$ cat config.mk
export PLATFORM = sky130hd
export DESIGN_NAME = gcd_requester
export DESIGN_NICKNAME = d
export VERILOG_FILES = /design/src/rtl/gcd_requester.sv
export SDC_FILE = /design/constraint.sdc
export NUM_CORES = 1
export LEC_CHECK = 0
export CAP_MARGIN = 10
export CORE_UTILIZATION = 54
export DETAILED_ROUTE_END_ITERATION = 12
export GPL_TIMING_DRIVEN = 0
export PLACE_DENSITY = 0.78
export SLEW_MARGIN = 0
export SYNTH_ARGS = -nofsm -noshare
export SYNTH_HDL_FRONTEND = slang
export SYNTH_SLANG_ARGS = --single-unit
$ cat constraint.sdc
create_clock -name clk -period 2.49 [get_ports clk]
set_input_delay 0.249 -clock clk [delete_from_list [all_inputs] [get_ports clk]]
set_output_delay 0.249 -clock clk [all_outputs]
set_load 0.05 [all_outputs]
$ cat src/rtl/gcd_requester.sv
// gcd_requester: queues operand pairs, issues them one at a time to a
// go/done GCD core with a done timeout, and returns each result over a
// valid/ready response port in request order.
module gcd_requester #(
   parameter int W       = 4,
   parameter int DEPTH   = 4,
   parameter int TIMEOUT = 31
) (
   input  logic                       clk,
   input  logic                       clr_n,
   input  logic                       req_valid,
   output logic                       req_ready,
   input  logic [W-1:0]               req_x,
   input  logic [W-1:0]               req_y,
   output logic                       core_go,
   output logic [W-1:0]               core_xin,
   output logic [W-1:0]               core_yin,
   input  logic                       core_done,
   input  logic [W-1:0]               core_gcd,
   output logic                       rsp_valid,
   input  logic                       rsp_ready,
   output logic [W-1:0]               rsp_gcd,
   output logic                       rsp_err,
   output logic                       busy,
   output logic [$clog2(DEPTH):0]     level
);

   localparam int AW = $clog2(DEPTH);
   localparam int LW = AW + 1;

   typedef enum logic [1:0] {IDLE, ISSUE, WAIT, RESP} state_t;

   state_t          state_q,     state_d;
   logic [AW-1:0]   wr_ptr_q,    wr_ptr_d;
   logic [AW-1:0]   rd_ptr_q,    rd_ptr_d;
   logic [LW-1:0]   level_q,     level_d;
   logic            core_go_q,   core_go_d;
   logic [W-1:0]    core_xin_q,  core_xin_d;
   logic [W-1:0]    core_yin_q,  core_yin_d;
   logic            rsp_valid_q, rsp_valid_d;
   logic [W-1:0]    rsp_gcd_q,   rsp_gcd_d;
   logic            rsp_err_q,   rsp_err_d;
   logic [7:0]      cnt_q,       cnt_d;

   // Request storage; contents need no reset because the pointers and
   // level define which entries are live.
   logic [W-1:0]    mem_x [DEPTH];
   logic [W-1:0]    mem_y [DEPTH];

   logic            push;
   logic            pop;
   logic [W-1:0]    head_x;
   logic [W-1:0]    head_y;

   assign req_ready = (level_q < LW'(DEPTH));
   assign push      = req_valid && req_ready;
   // The FSM only takes a new entry when it is idle, so one core op is outstanding.
   assign pop       = (state_q == IDLE) && (level_q != '0);
   assign head_x    = mem_x[rd_ptr_q];
   assign head_y    = mem_y[rd_ptr_q];

   // Write accepted requests into the FIFO array.
   always_ff @(posedge clk) begin
      if (push) begin
         mem_x[wr_ptr_q] <= req_x;
         mem_y[wr_ptr_q] <= req_y;
      end
   end

   // FIFO pointer and occupancy bookkeeping; pointers wrap at DEPTH.
   always_comb begin
      wr_ptr_d = wr_ptr_q + AW'(push);
      rd_ptr_d = rd_ptr_q + AW'(pop);
      level_d  = level_q + LW'(push) - LW'(pop);
   end

   // Next-state and registered-output logic for the issue/wait/respond FSM.
   always_comb begin
      state_d     = state_q;
      core_go_d   = 1'b0;
      core_xin_d  = core_xin_q;
      core_yin_d  = core_yin_q;
      rsp_valid_d = rsp_valid_q;
      rsp_gcd_d   = rsp_gcd_q;
      rsp_err_d   = rsp_err_q;
      cnt_d       = cnt_q;
      case (state_q)
         IDLE: begin
            if (pop) begin
               if ((head_x == '0) || (head_y == '0)) begin
                  // The core never terminates on a zero operand; answer locally.
                  rsp_gcd_d   = head_x | head_y;
                  rsp_err_d   = 1'b0;
                  rsp_valid_d = 1'b1;
                  state_d     = RESP;
               end else begin
                  core_go_d  = 1'b1;
                  core_xin_d = head_x;
                  core_yin_d = head_y;
                  state_d    = ISSUE;
               end
            end
         end
         ISSUE: begin
            cnt_d   = '0;
            state_d = WAIT;
         end
         WAIT: begin
            cnt_d = cnt_q + 8'd1;
            if (core_done) begin
               rsp_gcd_d   = core_gcd;
               rsp_err_d   = 1'b0;
               rsp_valid_d = 1'b1;
               state_d     = RESP;
            end else if (cnt_q == 8'(TIMEOUT)) begin
               rsp_gcd_d   = '0;
               rsp_err_d   = 1'b1;
               rsp_valid_d = 1'b1;
               state_d     = RESP;
            end
         end
         RESP: begin
            if (rsp_valid_q && rsp_ready) begin
               rsp_valid_d = 1'b0;
               state_d     = IDLE;
            end
         end
         default: begin
            state_d = IDLE;
         end
      endcase
   end

   // State and output registers with asynchronous clear.
   always_ff @(posedge clk or negedge clr_n) begin
      if (!clr_n) begin
         state_q     <= IDLE;
         wr_ptr_q    <= '0;
         rd_ptr_q    <= '0;
         level_q     <= '0;
         core_go_q   <= 1'b0;
         core_xin_q  <= '0;
         core_yin_q  <= '0;
         rsp_valid_q <= 1'b0;
         rsp_gcd_q   <= '0;
         rsp_err_q   <= 1'b0;
         cnt_q       <= '0;
      end else begin
         state_q     <= state_d;
         wr_ptr_q    <= wr_ptr_d;
         rd_ptr_q    <= rd_ptr_d;
         level_q     <= level_d;
         core_go_q   <= core_go_d;
         core_xin_q  <= core_xin_d;
         core_yin_q  <= core_yin_d;
         rsp_valid_q <= rsp_valid_d;
         rsp_gcd_q   <= rsp_gcd_d;
         rsp_err_q   <= rsp_err_d;
         cnt_q       <= cnt_d;
      end
   end

   assign core_go   = core_go_q;
   assign core_xin  = core_xin_q;
   assign core_yin  = core_yin_q;
   assign rsp_valid = rsp_valid_q;
   assign rsp_gcd   = rsp_gcd_q;
   assign rsp_err   = rsp_err_q;
   assign level     = level_q;
   assign busy      = (state_q != IDLE) || (level_q != '0);

endmodule

---- Word-level counts from Yosys, hierarchy flattened ----
Memories as Yosys holds them, arrays and structs flattened.
Cells that the tools add are included.
operators by class
  $add $sub $neg .......................... 5
  magnitude comparators ................... 1
  equality and inequality tests ........... 8
  mux-type cells .......................... 27
  bitwise gates (word level) .............. 2
  reductions and logical operators ........ 17
operators with widths
  kind                 count
  $mux 4               4
  $pmux 8 s2           1
  $mux 1               13
  $mux 2               5
  $add 8x1->8 const B  1
  $eq 8x5->1 const B   1
  $logic_not 4->1      2
  $pmux 2 s4           1
  $pmux 4 s2           1
  $reduce_and 3->1     2
  $reduce_bool 2->1    3
  $reduce_bool 3->1    2
  $reduce_and 5->1     1
  $add 2x1->2          2
  $eq 2x2->1 const B   2
  $ne 2x2->1 const B   2
  $or 4x4->4           1
  $reduce_and 4->1     1
  $add 3x1->3          1
  $logic_and 1x1->1    3
  $lt 3x3->1 const B   1
  $ne 3x3->1 const B   1
  $pmux 1 s3           1
  $sub 3x1->3          1
  6 further kinds      7
storage, ports and cells
  flip-flop bits (word level) ............. 32
  RAM bits ................................ 32
  bits of input ports ..................... 17
  output and inout bits ................... 20
  word-level logic and storage cells ...... 73
  memories kept ........................... 2
memories
  name   words  width  read ports  clocked after memory_dff  wr ports  line  RTL
  mem_x  4      4      1           0                         1         47    logic [W-1:0] mem_x [DEPTH];
  mem_y  4      4      1           0                         1         48    logic [W-1:0] mem_y [DEPTH];

---- Depth between registers and ports, before layout ----
An unclocked memory read counts as a cell.
  word-level depth ........................ 6
  mapped depth ............................ 10

---- Worst setup path before layout ----
OpenSTA, ideal clock, no wires.
  kind .................................... reg-to-reg
  start point ............................. register level_q[1], in the netlist level[1]
  end point ............................... register level_q[2], in the netlist level[2]
  arrival time ............................ 2172 ps
  required time ........................... 2346 ps
  slack ................................... 174 ps
  stages on the path, launching flop included .. 10
  path buffers ............................ 1
  path through ............................ dfrtp_1 -> nor3_1 -> nand2b_1 -> clkbuf_1 -> xnor2_1 -> ha_1 -> inv_1 -> fa_1 -> xnor2_1 -> xnor2_1
on the way
  cells in the longest elaborated chain, start to end .. 4
  elaborated cells on any way between the ends .. 6
RTL lines
  element                 line  RTL
  start, declared         36    logic [LW-1:0] level_q, level_d;
  start signal, assigned  152   level_q <= level_d;
  $lt 3x3->1              55    assign req_ready = (level_q < LW'(DEPTH));
  $logic_and 1x1->1       56    assign push = req_valid && req_ready;
  $add 3x1->3             74    level_d = level_q + LW'(push) - LW'(pop);
  $sub 3x1->3 (*)         74
  net level_d[2]          36
The timed path passes the listed nets; every way through them passes the cells marked *.
A chain may end at the register's enable or synchronous reset.

---- Worst setup path after layout ----
  start point ............................. register rd_ptr_q[0]
  end point ............................... register rsp_err_q, in the netlist rsp_err
on the way
  cells in the longest elaborated chain, start to end .. 5
  elaborated cells on any way between the ends .. 7
RTL lines
  element                                line  RTL
  start, declared                        35    logic [AW-1:0] rd_ptr_q, rd_ptr_d;
  start signal, assigned                 151   rd_ptr_q <= rd_ptr_d;
  $mem_v2 4x4, on equally long branches  n/a
  $logic_not 4->1                        90    if ((head_x == '0) || (head_y == '0)) begin
  $logic_or 1x1->1 (*)                   90
  $ne 2x1->1 (no source line) (*)        n/a
  $reduce_and 4->1 (no source line) (*)  n/a
  end signal, assigned                   158   rsp_err_q <= rsp_err_d;
  end, declared                          42    logic rsp_err_q, rsp_err_d;
Every way passes the cells marked *; elsewhere a longest branch is shown, timed or not.

==> metrics.cfg <==
[drt]
routed_wl_um=4730
detail_route.iter0.violations=52
vias_per_cell=5.18
drc=0
wl_per_cell_um=15.2
dr.pass1.iters=4
ant_nets=0
num_vias=1615

[outcome]
status=complete, no violations

[logic_synthesis]
ys_ff_latch=64
async_reset_ff_frac=0.500
synthDistinctLibCells=38
synth_seq_area_share=0.631
yosysWarnings=0
syn_inst=191
syn_avg_cell_area_um2=14.6
synthesis.nets=217
yosys.area.top_type=edfxtp_1
synth_top_area_share=0.344
synthesis.area_um2=2790
synth_edf_count=32
yosys_most_used_dff=edfxtp_1
synth_common_cells=dfrtp_1, edfxtp_1, nand2_1, inv_1, nand3_1
synth_area_leaders=edfxtp_1, dfrtp_1, mux4_2, ha_1, mux2_2

[critical_path]
crit_chain=buf_6, mux4_2, nor4_2, nor2_2, a21o_4, mux2_4
critPathArrivalTime_ns=2.53
endpoint_kind=flop
cp-start-kind=flop
worstPathRequired_ns=2.71
path_class=reg2reg
path_max_fanout=10
rrSetupSlack_ns=0.18
crit_slowest_cell=mux4_2
critPathMaxStageDelay_ns=0.56

[timing]
fin_crit_ns=2.31
tightest_slew_ns=0.721
report.final.slew_viol_count=0
finalCritPeriodShare=0.929
fmax_ghz=0.432
finalHoldViolCount=0
fin_skew_ns=0.00710
finalSetupTns_ns=0
setup_viol=0
relSlewSlack=0.519
grt_setup_unrepaired=false

[floorplanning]
fp.dieArea_um2=5470
initial_utilization=0.576
rows=25
placeableCoreArea_um2=4850
die_w_um=73.9
die_h_um=73.9
io_pins=37

[clocking]
clk_path_buf_depth=2
postCtsSetupBuffers=0
clock-root-buffer=clkbuf_8
cts_tree=done
clock-sinks=64
clkLatencyLatePin_ns=0.34
cts_buffers=9
cts-resized-gates=0
clkTransAtPathRegs_ns=0.07
htreeDepth=3

[global_route]
grt_pass1_vias=1608
grt_start_max_net_pins=33
antenna_found_initial=0
grt_pass1_wl_um=7680
grt_usage=0.202
grt_overflow=0

[final_layout]
layout.nets=266
final_cell_count_no_fill=312
syn_to_final_growth_pct=23.4
diodes=0
fin_area_um2=3450
drive_gt1_frac=0.180
utilization=0.711
fillers=330

[place]
dp.cells=294
portBuffers=36
hpwl_um=3290
dpl_cell_area_um2=3230
routabilityCongestion=0.769

[power]
power.density_nw_per_um2=1410
p_leak_nw=1.35
vdd_drop_max_mv=0.754

[flow_run]
max_cap_viol_count=0

[hold_path]
hold_class=in2async

final timing paths:
| path | start | to | depth (start not counted) |
|---|---|---|---|
| worst min register to register | core_xin[2] | core_xin[2] | 1 |
| max in group asynchronous | clr_n | level[0] | 2 |
| worst max register to register | rd_ptr_q[0] | rsp_err | 6 |
| min in group clk | core_xin[2] | core_xin[2] | 1 |
| worst min-delay path | clr_n | rsp_gcd[2] | 2 |
| worst max-delay path | rd_ptr_q[0] | rsp_err | 6 |
worst max-delay path: cells and delay by family, from the launching register on:
| family | cells | cell delay, ns |
|---|---|---|
| multiplexers | 2 | 0.86 |
| flip-flops | 1 | 0.35 |
| buffers and inverters | 1 | 0.17 |
| AND/OR/NAND/NOR | 2 | 0.54 |
| AO/OA/AOI/OAI | 1 | 0.28 |
sequential cells by signal, indices dropped and copies added (netlist names), 2 cells and up:
register / count
wr_ptr_q: 2
core_yin: 4
mem_x: 16
level: 3
rsp_gcd: 4
rd_ptr_q: 2
cnt_q: 8
state_q: 2
mem_y: 16
core_xin: 4
timing repair:
item | in CTS | in global routing
endpoints found under the setup margin | 0 | 0
hold buffers | 1 | 0
endpoints found under the hold margin | 32 | 0
per-stage QoR:
stage	worst slack [ns]	power (W)	hold slack [ns]
global route	0.0390	0.00515	0.535
floorplan	0.174	0.00336	-0.0466
finish	0.176	0.00484	0.506
detailed placement	-0.125	0.00401	0.348
global placement	-0.0600	0.00396	0.493
CTS	0.144	0.00488	0.514
layout make-up:
type	instances	area (µm²)	share of cell area
plain buffers	6	33.8	0.00980
well taps	67	83.8	0.0243
repair buffers	38	373	0.108
inverters	12	45.0	0.0131
flip-flops and latches	64	1760	0.511
clock buffers	9	124	0.0359
clock inverters	7	72.6	0.0211
multi-input cells	109	953	0.277
cell families after synthesis:
| family | share of synthesized area |
|---|---|
| simple gates | 0.0936 |
| flops | 0.631 |
| fa+ha+maj | 0.0430 |
| xor+xnor | 0.0251 |
| compound gates | 0.0425 |
| buf+inv | 0.0282 |
| mux | 0.137 |
layer usage:
layer  track usage  part of all wire
met1         0.267              0.48
met2         0.305              0.48
met3        0.0650             0.032
met4        0.0962             0.015
met5             0                 0
cells in the final DEF, fill, tap and decap left out, types with 4 or more instances in the layout:
master and n:
nand3_1 10, xnor2_1 5, o21ai_0 8, edfxtp_1 32
clkbuf_8 9, inv_1 12, clkbuf_1 4, mux2_4 5
dfrtp_1 32, mux4_2 6, ha_1 8, nor2_1 9
clkdlybuf4s50_1 35, mux2_2 8, nand2_1 15
where the power goes:
group / switching (W) / internal, W / total, W
Sequential: 0.000172 / 0.00142 / 0.00160
Combinational: 0.00138 / 0.00101 / 0.00239
Clock: 0.000402 / 0.000461 / 0.000863
Power figures use the tool's default switching activity.
